<file path="src/rtl/ssd_pkg.sv">
`default_nettype none
// ============================================================================
// Module      : ssd_pkg
// Description : Shared types and helpers for the seven-segment scan driver:
//               FSM state encoding, BCD nibble type and 10^n-1 helper.
// Options     : SSD_LEADING_ZERO_BLANK_EN (used by ssd_scan_driver)
// Revision    : 1.0 - initial release
// ============================================================================
package ssd_pkg;

    typedef enum logic [1:0] {
        IDLE    = 2'd0,
        CONVERT = 2'd1,
        COMMIT  = 2'd2
    } ssd_state_t;

    localparam int BCD_W = 4;

    typedef logic [BCD_W-1:0] bcd_t;

    // Largest value representable with n decimal digits (10^n - 1)
    function automatic longint unsigned max_val(input int n);
        longint unsigned v;
        v = 64'd1;
        for (int i = 0; i < n; i++) begin
            v = v * 64'd10;
        end
        return v - 64'd1;
    endfunction

endpackage
`default_nettype wire

</file>
<file path="src/rtl/bin2bcd_seq.sv">
`default_nettype none
// ============================================================================
// Module      : bin2bcd_seq
// Description : Sequential double-dabble binary-to-BCD engine. One shift per
//               clock, DATA_W shifts per conversion. 'done' is high during the
//               cycle whose closing edge performs the final shift, so 'bcd'
//               holds the finished result from the following cycle on.
// Revision    : 1.0 - initial release
// ============================================================================
module bin2bcd_seq
    import ssd_pkg::*;
#(
    parameter int DATA_W     = 14,
    parameter int NUM_DIGITS = 4
) (
    input  logic                        clk,
    input  logic                        rstn,
    input  logic                        start,
    input  logic [DATA_W-1:0]           operand,
    output logic                        done,
    output bcd_t [NUM_DIGITS-1:0]       bcd
);

    localparam int CNT_W = (DATA_W > 1) ? $clog2(DATA_W) : 1;
    localparam int SR_W  = NUM_DIGITS * BCD_W + DATA_W;

    logic [DATA_W-1:0]     bin_q, bin_d;
    bcd_t [NUM_DIGITS-1:0] bcd_q, bcd_d;
    bcd_t [NUM_DIGITS-1:0] adj;
    logic [CNT_W-1:0]      cnt_q, cnt_d;
    logic                  run_q, run_d;
    logic [SR_W-1:0]       shifted;

    // Add-3 correction on every nibble >= 5, then shift {bcd,bin} left by one
    always_comb begin
        adj     = bcd_q;
        for (int i = 0; i < NUM_DIGITS; i++) begin
            if (bcd_q[i] >= 4'd5) begin
                adj[i] = bcd_q[i] + 4'd3;
            end
        end
        shifted = {adj, bin_q} << 1;

        bin_d   = bin_q;
        bcd_d   = bcd_q;
        cnt_d   = cnt_q;
        run_d   = run_q;
        done    = 1'b0;

        if (start) begin
            bin_d = operand;
            bcd_d = '0;
            cnt_d = '0;
            run_d = 1'b1;
        end else if (run_q) begin
            {bcd_d, bin_d} = shifted;
            if (cnt_q == CNT_W'(DATA_W - 1)) begin
                cnt_d = '0;
                run_d = 1'b0;
                done  = 1'b1;
            end else begin
                cnt_d = cnt_q + CNT_W'(1);
            end
        end
    end

    // Engine state registers; reset discards any conversion in flight
    always_ff @(posedge clk or negedge rstn) begin
        if (!rstn) begin
            bin_q <= '0;
            bcd_q <= '0;
            cnt_q <= '0;
            run_q <= 1'b0;
        end else begin
            bin_q <= bin_d;
            bcd_q <= bcd_d;
            cnt_q <= cnt_d;
            run_q <= run_d;
        end
    end

    assign bcd = bcd_q;

endmodule
`default_nettype wire

</file>
<file path="src/rtl/ssd_scan_driver.sv">
`default_nettype none
// ============================================================================
// Module      : ssd_scan_driver
// Description : Clamps a binary value to NUM_DIGITS decimal digits, converts
//               it to BCD with bin2bcd_seq, commits the digits atomically and
//               time-multiplexes them onto 'digit' with a one-hot 'digit_sel'.
// Options     : SSD_LEADING_ZERO_BLANK_EN - deselect slots above the most
//               significant non-zero digit (slot 0 always shown).
// Revision    : 1.0 - initial release
// ============================================================================
module ssd_scan_driver
    import ssd_pkg::*;
#(
    parameter int DATA_W      = 14,
    parameter int NUM_DIGITS  = 4,
    parameter int REFRESH_DIV = 50000
) (
    input  logic                     clk,
    input  logic                     rstn,
    input  logic                     load,
    input  logic [DATA_W-1:0]        data_in,
    output logic                     busy,
    output logic                     ovf,
    output logic signed [6:0]        digit,
    output logic [NUM_DIGITS-1:0]    digit_sel
);

    localparam longint unsigned MAX_VALUE = max_val(NUM_DIGITS);
    localparam int MAX_BITS = $clog2(MAX_VALUE + 64'd1);
    // Compare in a width wide enough for both operands so nothing truncates
    localparam int CMP_W    = (DATA_W > MAX_BITS) ? DATA_W : MAX_BITS;
    localparam logic [CMP_W-1:0] MAX_CMP = CMP_W'(MAX_VALUE);
    localparam int IDX_W    = (NUM_DIGITS > 1) ? $clog2(NUM_DIGITS) : 1;
    localparam int DIV_W    = (REFRESH_DIV > 1) ? $clog2(REFRESH_DIV) : 1;

    ssd_state_t             state_q, state_d;
    logic                   ovf_pend_q, ovf_pend_d;
    bcd_t [NUM_DIGITS-1:0]  disp_q, disp_d;
    logic                   ovf_q, ovf_d;
    logic                   busy_q, busy_d;
    logic [DIV_W-1:0]       div_q, div_d;
    logic [IDX_W-1:0]       idx_q, idx_d;
    logic signed [6:0]      digit_q, digit_d;
    logic [NUM_DIGITS-1:0]  sel_q, sel_d;

    logic                   start;
    logic                   conv_done;
    logic                   over_range;
    logic [DATA_W-1:0]      operand;
    bcd_t [NUM_DIGITS-1:0]  eng_bcd;
    logic                   show;

    // Clamp: when over range, MAX_VALUE < data_in < 2^DATA_W so it fits DATA_W bits
    assign over_range = CMP_W'(data_in) > MAX_CMP;
    assign operand    = over_range ? MAX_CMP[DATA_W-1:0] : data_in;
    assign start      = (state_q == IDLE) && load;

    bin2bcd_seq #(
        .DATA_W     (DATA_W),
        .NUM_DIGITS (NUM_DIGITS)
    ) u_bin2bcd (
        .clk     (clk),
        .rstn    (rstn),
        .start   (start),
        .operand (operand),
        .done    (conv_done),
        .bcd     (eng_bcd)
    );

    // Next-state logic: IDLE -> CONVERT (DATA_W cycles) -> COMMIT (1 cycle) -> IDLE
    always_comb begin
        state_d = state_q;
        case (state_q)
            IDLE:    if (load)      state_d = CONVERT;
            CONVERT: if (conv_done) state_d = COMMIT;
            COMMIT:                 state_d = IDLE;
            default:                state_d = IDLE;
        endcase
    end

    // Display commit, scan counters and registered output values
    always_comb begin
        ovf_pend_d = start ? over_range : ovf_pend_q;
        disp_d     = (state_q == COMMIT) ? eng_bcd    : disp_q;
        ovf_d      = (state_q == COMMIT) ? ovf_pend_q : ovf_q;
        busy_d     = (state_d != IDLE);

        div_d = div_q;
        idx_d = idx_q;
        if (div_q == DIV_W'(REFRESH_DIV - 1)) begin
            div_d = '0;
            idx_d = (idx_q == IDX_W'(NUM_DIGITS - 1)) ? '0 : idx_q + IDX_W'(1);
        end else begin
            div_d = div_q + DIV_W'(1);
        end

        // Outputs are built from next-state values so digit, digit_sel and
        // the committed display all move on the same edge.
        digit_d = $signed({3'b000, disp_d[idx_d]});

`ifdef SSD_LEADING_ZERO_BLANK_EN
        show = (idx_d == '0);
        for (int i = 0; i < NUM_DIGITS; i++) begin
            if ((IDX_W'(i) >= idx_d) && (disp_d[i] != '0)) begin
                show = 1'b1;
            end
        end
`else
        show = 1'b1;
`endif
        sel_d = show ? (NUM_DIGITS'(1) << idx_d) : '0;
    end

    // State and output registers
    always_ff @(posedge clk or negedge rstn) begin
        if (!rstn) begin
            state_q    <= IDLE;
            ovf_pend_q <= 1'b0;
            disp_q     <= '0;
            ovf_q      <= 1'b0;
            busy_q     <= 1'b0;
            div_q      <= '0;
            idx_q      <= '0;
            digit_q    <= '0;
            sel_q      <= NUM_DIGITS'(1);
        end else begin
            state_q    <= state_d;
            ovf_pend_q <= ovf_pend_d;
            disp_q     <= disp_d;
            ovf_q      <= ovf_d;
            busy_q     <= busy_d;
            div_q      <= div_d;
            idx_q      <= idx_d;
            digit_q    <= digit_d;
            sel_q      <= sel_d;
        end
    end

    assign busy      = busy_q;
    assign ovf       = ovf_q;
    assign digit     = digit_q;
    assign digit_sel = sel_q;

endmodule
`default_nettype wire

</file>
<file path="config.mk">
export PLATFORM = sky130hd
export DESIGN_NAME = ssd_scan_driver
export DESIGN_NICKNAME = d
export VERILOG_FILES = /design/src/rtl/ssd_pkg.sv /design/src/rtl/bin2bcd_seq.sv /design/src/rtl/ssd_scan_driver.sv
export SDC_FILE = /design/constraint.sdc
export NUM_CORES = 1
export LEC_CHECK = 0
export CORE_AREA = 10 10 102 104
export DETAILED_ROUTE_END_ITERATION = 8
export DIE_AREA = 0 0 112 114
export GPL_ROUTABILITY_DRIVEN = 1
export HOLD_SLACK_MARGIN = 0.02
export PLACE_DENSITY = 0.69
export SYNTH_ARGS = -nofsm -noshare
export SYNTH_HDL_FRONTEND = slang
export SYNTH_SLANG_ARGS = --single-unit
</file>
<file path="constraint.sdc">
create_clock -name clk -period 4.9 [get_ports clk]
set_clock_uncertainty 0.05 [all_clocks]
set_input_delay 1.47 -clock clk [delete_from_list [all_inputs] [get_ports clk]]
set_output_delay 1.47 -clock clk [all_outputs]
set_load 0.02 [all_outputs]
</file>
# [Word level (Yosys, flattened, before mapping)]
# Cells that the tools add are included.
[totals] regBits=82 out_inout_bits=13 in_bits=17 word_cells=69
[op_classes] shifts=1 n_addsub=7 muxes=27 order_cmp=6 reduce_logical=4 n_eq_ne=5
[op_table] operator="$mux 16" n=4
[op_table] operator="$mux 14" n=3
[op_table] operator="$mux 4" n=7
[op_table] operator="$add 16x1->16 const B" n=1
[op_table] operator="$eq 16x16->1 const B" n=1
[op_table] operator="$ge 4x3->1 const B" n=4
[op_table] operator="$gt 14x14->1 const B" n=1
[op_table] operator="$add 4x2->4 const B" n=3
[op_table] operator="$bmux 4 s2" n=1
[op_table] operator="$mux 2" n=4
[op_table] operator="$mux 1" n=6
[op_table] operator="$add 4x1->4 const B" n=1
[op_table] operator="$eq 2x2->1 const B" n=2
[op_table] operator="$eq 4x4->1 const B" n=1
[op_table] operator="$pmux 2 s2" n=1
[op_table] operator="$reduce_bool 2->1" n=2
[op_table] operator="$shl 1x2->4 const A" n=1
[op_table] operator="$add 3x2->3 const B" n=1
[op_table] operator="$lt 2x3->1 const B" n=1
[op_table] operator="$mux 3" n=1
[op_table] operator="$add 2x1->2 const B" n=1
[op_table] operator="$eq 2x1->1 const B" n=1
[op_table] operator="$logic_not 2->1" n=1
[op_table] operator="$logic_and 1x1->1" n=1

# [Depth between registers and ports, before layout]
# Gate-level depths: netlist of the first run.
[logic_depth] ltp_word=7 ltp_mapped=7 mapped_depth_nobuf=7

# [By module]
# Synthesis of the first run repeated with hierarchy kept, for this count alone.
[hier_totals] hier_cells=403 hier_area_um2=4434.3
[modules_own_cells] module="ssd_scan_driver" cells_each=200 n_inst=1 seq_area_each_um2=1177.4 area_each_um2=2534.9
[modules_own_cells] module="bin2bcd_seq" cells_each=203 n_inst=1 seq_area_each_um2=875.8 area_each_um2=1899.3

# [Worst setup path after synthesis of the first run]
# No wires, ideal clock.
[synth_timing] path_type="input to register" start="in data_in[9]" end="reg u_bin2bcd.bin_q[7]" required_time_ns=4.712 path_stages=6 path_slack_ns=2.432 n_path_buf=1 setup_time_ns=0.138 arrival_ns=2.280 cell_sequence="nand4_1 nor3_1 o41ai_1 nand2_1 clkbuf_1 o22ai_1"
[synth_between] elab_chain_len=3
[synth_lines] item="start, declared" line="ssd_scan_driver.sv:21" rtl="input logic [DATA_W-1:0] data_in,"
[synth_lines] item="$gt 14x14->1" line="ssd_scan_driver.sv:54" rtl="assign over_range = CMP_W'(data_in) > MAX_CMP;"
[synth_lines] item="$mux 14" line="ssd_scan_driver.sv:55" rtl="assign operand = over_range ? MAX_CMP[DATA_W-1:0] : data_in;"
[synth_lines] item="$mux 14" line="bin2bcd_seq.sv:50" rtl="if (start) begin"
[synth_lines] item="end signal, assigned" line="bin2bcd_seq.sv:75" rtl="bin_q <= bin_d;"
[synth_lines] item="end, declared" line="bin2bcd_seq.sv:27" rtl="logic [DATA_W-1:0] bin_q, bin_d;"
# No other way between the ends.
# A chain may end at the register's enable or synchronous reset.

# [Worst setup path after layout of the first run]
[layout_timing] start="reg sel_q[0] (netlist: digit_sel[0])" end="out digit_sel[0]"
[layout_lines] item="start, declared" line="ssd_scan_driver.sv:44" rtl="logic [NUM_DIGITS-1:0] sel_q, sel_d;"
[layout_lines] item="start signal, assigned" line="ssd_scan_driver.sv:135" rtl="sel_q <= sel_d;"
[layout_lines] item="end, declared" line="ssd_scan_driver.sv:25" rtl="output logic [NUM_DIGITS-1:0] digit_sel"
# No word-level cell between the ends.

==> flow_metrics.env, run 1 <==
export IMPL_vias_per_cell=5.41
export IMPL_yosysTopAreaCellShare_pct=49.1
export IMPL_async_flop_share_pct=100
export IMPL_crit_buf_inv=1
export IMPL_start_util_pct=48.7
export IMPL_gp_congestion=0.799
export IMPL_drt_first_pass_iters=4
export IMPL_path_cells="clkdlybuf4s50_1"
export IMPL_via_count=2750
export IMPL_synth_area_leaders="dfrtp_1, mux2i_1, mux2_2"
export IMPL_crit_path_max_incr_delay_ns=0.59
export IMPL_ys_ff_latch=82
export IMPL_drt_total_wl_mm=7.46
export IMPL_pre_cts_ws_ns=1.59
export IMPL_hp_class="reg2reg"
export IMPL_path_delay_family="buffers and inverters"
export IMPL_cp_max_fo=1
export IMPL_p_per_area_nw_per_um2=479
export IMPL_grt_pass1_wl_mm=13.0
export IMPL_fin_crit_sh_pct=60.7
export IMPL_avgSynthCellArea_um2=11.0
export IMPL_synthesis_area_um2=4130
export IMPL_p_leak_uw=0.00217
export IMPL_ctsHoldBuffers=0
export IMPL_grt_max_degree=57
export IMPL_cts_tree="yes"
export IMPL_tightest_slew_ns=1.11
export IMPL_fin_ws_ns=1.92
export IMPL_cp_arrival_ns=1.46
export IMPL_drt_drc_violations_left=0
export IMPL_final_setup_tns_ns=0
export IMPL_synth_edff_count=0
export IMPL_syn2layout_area_growth_pct=12.1
export IMPL_crit_type="reg2out"
export IMPL_synth_cell_type_count=52
export IMPL_cts_root_buffer="clkbuf_8"
export IMPL_yosys_most_used_dff="dfrtp_1"
export IMPL_cp_data_required_time_ns=3.38
export IMPL_ys_seq_area_share_pct=49.8
export IMPL_dieArea_um2=12800
export IMPL_cp_end_kind="output pin"
export IMPL_final_nets=424
export IMPL_numCtsBuffers=9
export IMPL_final_layout_size_suffix_gt1_share_pct=12.3
export IMPL_rows=34
export IMPL_ant_nets=0
export IMPL_fmax_mhz=336
export IMPL_cts_setup_buffers=0
export IMPL_finalSetupViolations=0
export IMPL_crit_slowest_cell="clkdlybuf4s50_1"
export IMPL_relSlewSlack_pct=26.2
export IMPL_fp_dieH_um=114
export IMPL_place_hpwl_mm=5.32
export IMPL_yosysWarningCount=0
export IMPL_first_global_vias=2800
export IMPL_rsz0062_at_grt="false"
export IMPL_die_x_um=112
export IMPL_h_tree_depth=3
export IMPL_grtUsageTotal_pct=12.0
export IMPL_most_common_layout_cells="dfrtp_1, nand2_1, nor2_1, clkdlybuf4s50_1, mux2i_1"
export IMPL_ir_drop_mv=0.232
export IMPL_cts_resized=0
export IMPL_clk_pin_slew_ns=0.08
export IMPL_core_area_um2=8470
export IMPL_fill_cells=740
export IMPL_clk_path_buf_depth=2
export IMPL_cts_sinks=82
export IMPL_routedWlPerCell_um=14.7
export IMPL_layout_min_cycle_time_ns=2.98
export IMPL_port_buffers=26
export IMPL_final_common_cell="dfrtp_1"
export IMPL_grt_ovfl_total=0
export IMPL_insertion_delay_ns=0.34
export IMPL_yosysTopAreaCell="dfrtp_1"
export IMPL_hold_violations=0
export IMPL_antenna_cells=0
export IMPL_drt_iter0_markers=120
export IMPL_io_pins=30
export IMPL_syn_inst=376
export IMPL_cap_viol_max_count=0
export IMPL_maxSlewViolCount=0
export IMPL_cp_start_kind="flip-flop"
export IMPL_status="complete, no violations"
export IMPL_grt_antenna_before_repair=0
[final cells by class]
class / count / area (um^2) / share of cell area (%)
Sequential cell: 82 / 2050 / 44.4
Multi-Input combinational cell: 259 / 1910 / 41.3
Timing Repair Buffer: 27 / 265 / 5.73
Clock buffer: 13 / 159 / 3.44
Tap cell: 108 / 135 / 2.92
Inverter: 16 / 60.1 / 1.30
Clock inverter: 3 / 40.0 / 0.866
[sequential cells by signal (all words and copies together), names as in the netlist]
name,cells
disp_q,16
div_q,16
u_bin2bcd.bcd,16
u_bin2bcd.bin_q,14
digit,4
digit_sel,4
u_bin2bcd.cnt_q,4
idx_q,2
state_q,2
busy,1
ovf,1
ovf_pend_q,1
u_bin2bcd.run_q,1
[logic make-up after synthesis]
kind of cell | after synthesis | share of synthesized area (%)
simple gates | 109 | 14.7
flops | 82 | 49.8
compound gates | 70 | 10.8
mux | 45 | 12.7
buf+inv | 37 | 4.09
xor+xnor | 20 | 4.25
fa+ha+maj | 12 | 3.64
other cells | 1 | 0.0909
[Yosys cell counts (all sizes together) (9+ instances only)]
cell type and number:
nand3 10, inv 16, a21oi 18, nand2 27, a2bb2oi 11, nor2 25, and3 9, mux2 18
ha 12, o21ai 21, clkbuf 11, nand2b 11, dfrtp 81, buf 10, xnor2 14, mux2i 23
[report_power, final]
group | internal (uW) | switching (uW) | leakage, uW
registers | 846 | 192 | 0.00107
clock network | 263 | 232 | 0.000103
logic | 367 | 318 | 0.00100
total | 1480 | 742 | 0.00217
[metal layers]
layer  track usage, %  routed length, um  vias up  share of wire [%]
met2             19.6               3640       30                 49
met3             3.10                249        6                3.3
li1                 -                  -     1363                  -
met4             3.81                 80        0                1.1
met1             15.3               3500     1351                 47
met5                0                  0        -                  0
[worst paths after layout]
kind	to	from	cells after the start	slack (ns)
max	digit_sel[0]	digit_sel[0]	1	1.92
min	ovf_pend_q	ovf_pend_q	1	0.45
max reg2reg	digit[2]	state_q[0]	5	2.46
min reg2reg	ovf_pend_q	ovf_pend_q	1	0.45
max in group asynchronous	digit_sel[0]	rstn	2	2.87
min in group asynchronous	div_q[4]	rstn	1	1.10
[metrics by stage]
| stage | instances | cell area (um^2) | hold slack [ns] | power, uW | util, % |
|---|---|---|---|---|---|
| finish | 508 | 4630 | 0.447 | 2220 | 54.6 |
| global route | 508 | 4630 | 0.481 | 2400 | 54.6 |
| CTS | 508 | 4630 | 0.451 | 2240 | 54.6 |
| detailed placement | 492 | 4430 | 0.434 | 1750 | 52.3 |
| global placement | 492 | 4430 | 0.427 | 1710 | 52.3 |
| floorplan | 378 | 4130 | 0.397 | 1560 | - |
Note: power is estimated with default switching activity, not from simulation.
==> run 2: changes to the inputs <==
==> constraint.sdc (replaced) <==
create_clock -name clk -period 3 [get_ports clk]
set_clock_uncertainty 0.05 [all_clocks]
set_input_delay 0.9 -clock clk [delete_from_list [all_inputs] [get_ports clk]]
set_output_delay 0.9 -clock clk [all_outputs]
set_load 0.02 [all_outputs]
==> flow_metrics.env, run 2 (synthesis gave the netlist of run 1 again) <==
export IMPL_drt_iter0_markers=48
export IMPL_place_hpwl_mm=5.54
export IMPL_ctsHoldBuffers=0
export IMPL_r2r_end="digit[3]"
export IMPL_finalNonFillerCells=513
export IMPL_critPathCapture="digit_sel[0]"
export IMPL_status="complete, no violations"
export IMPL_insertion_delay_ns=0.34
export IMPL_drt_total_wl_mm=7.55
export IMPL_finalPower_uw=3810
export IMPL_path_delay_family="buffers and inverters"
export IMPL_crit_type="reg2out"
export IMPL_grtUsageTotal_pct=12.2
export IMPL_gp_congestion=0.788
export IMPL_ant_nets=0
export IMPL_hold_violations=0
export IMPL_critPathLaunch="digit_sel[0]"
export IMPL_utilization_pct=55.9
export IMPL_final_common_cell="dfrtp_1"
export IMPL_cts_root_buffer="clkbuf_8"
export IMPL_cap_viol_max_count=0
export IMPL_via_count=2769
export IMPL_cp_max_fo=1
export IMPL_dpl_instance_area_um2=4480
export IMPL_p_per_area_nw_per_um2=806
export IMPL_ir_drop_mv=0.348
export IMPL_antenna_cells=0
export IMPL_path_cells="clkdlybuf4s50_1"
export IMPL_fp_dieH_um=114
export IMPL_cp_arrival_ns=1.46
export IMPL_h_tree_depth=3
export IMPL_cts_setup_buffers=0
export IMPL_start_util_pct=48.7
export IMPL_clk_path_buf_depth=2
export IMPL_crit_buf_inv=1
export IMPL_port_buffers=26
export IMPL_crit_slowest_cell="clkdlybuf4s50_1"
export IMPL_cts_tree="yes"
export IMPL_maxSlewViolCount=0
export IMPL_vias_per_cell=5.40
export IMPL_layout_min_cycle_time_ns=2.41
export IMPL_final_nets=429
export IMPL_crit_path_max_incr_delay_ns=0.59
export IMPL_grt_ovfl_total=0
export IMPL_p_leak_uw=0.00223
export IMPL_rows=34
export IMPL_regToRegStartpoint="div_q[0]"
export IMPL_cp_data_required_time_ns=2.05
export IMPL_reg2reg_depth=6
export IMPL_die_x_um=112
export IMPL_routedWlPerCell_um=14.7
export IMPL_fin_crit_sh_pct=80.3
export IMPL_grt_pass1_wl_mm=13.1
export IMPL_most_common_layout_cells="dfrtp_1, nand2_1, nor2_1, clkdlybuf4s50_1, mux2i_1"
export IMPL_cp_start_kind="flip-flop"
export IMPL_cts_sinks=82
export IMPL_drt_drc_violations_left=0
export IMPL_stdcell_area_um2=4730
export IMPL_crit_cells=1
export IMPL_clk_pin_slew_ns=0.08
export IMPL_dieArea_um2=12800
export IMPL_first_global_vias=2821
export IMPL_cp_end_kind="output pin"
export IMPL_placed_cells=497
export IMPL_syn2layout_area_growth_pct=14.6
export IMPL_final_layout_size_suffix_gt1_share_pct=13.8
export IMPL_hp_class="in2async"
export IMPL_reg2reg_setup_slack_ns=0.83
export IMPL_cts_resized=0
export IMPL_tightest_slew_ns=0.673
export IMPL_numCtsBuffers=9
export IMPL_core_area_um2=8470
export IMPL_relSlewSlack_pct=55.1
export IMPL_final_setup_tns_ns=0
export IMPL_rsz0062_at_grt="false"
export IMPL_fmax_mhz=415
export IMPL_finalSetupViolations=0
export IMPL_io_pins=30
export IMPL_grt_max_degree=38
export IMPL_drt_first_pass_iters=4
export IMPL_grt_antenna_before_repair=0
run 2: cell count changes in the layout (fill, tap and decap cells not counted):
| cell | previous run | this run |
|---|---|---|
| clkbuf_1 | 2 | 0 |
| buf_4 | 2 | 6 |
| bufinv_16 | 1 | 3 |
| buf_12 | 0 | 1 |
run 2: worst min path at each step:
stage / start / end / slack (ns) / cells after the start
2_1_floorplan: disp_q[0] / disp_q[0] / 0.40 / 2
3_3_place_gp: disp_q[3] / disp_q[3] / 0.43 / 1
3_5_place_dp: disp_q[3] / disp_q[3] / 0.44 / 1
4_1_cts: rstn / u_bin2bcd.bin_q[13] / 0.41 / 1
5_1_grt: rstn / ovf / 0.43 / 1
6_report: rstn / div_q[0] / 0.41 / 1
run 2: area by class of cell:
class,count,area [um^2]
Tap cell,108,135
Inverter,16,60.1
Multi-Input combinational cell,259,1910
Timing Repair Buffer,32,315
Clock buffer,11,151
Clock inverter,5,100
Sequential cell,82,2050
Fill cell,702,3740
run 2: per-stage QoR:
stage | setup slack (ns) | hold WS (ns)
after global placement | 0.457 | 0.433
after global routing | 0.546 | 0.427
after floorplan | 1.10 | 0.397
after detailed placement | 0.419 | 0.437
after CTS | 0.567 | 0.407
final | 0.592 | 0.413
run 2: routing by layer:
metal / global-route usage [%] / part of all wire (%) / vias to the layer above
met1: 15.2 / 46 / 1359
met5: 0 / 0 / -
met4: 5.33 / 1.7 / 0
met2: 20.4 / 50 / 26
li1: - / - / 1374
met3: 2.31 / 2.1 / 10
run 2: power by group:
group,switching [uW],internal (uW),leakage [uW],total [uW]
registers,259,1380,0.00107,1640
logic,594,608,0.00103,1200
clock network,371,595,0.000129,966
total,1220,2590,0.00223,3810
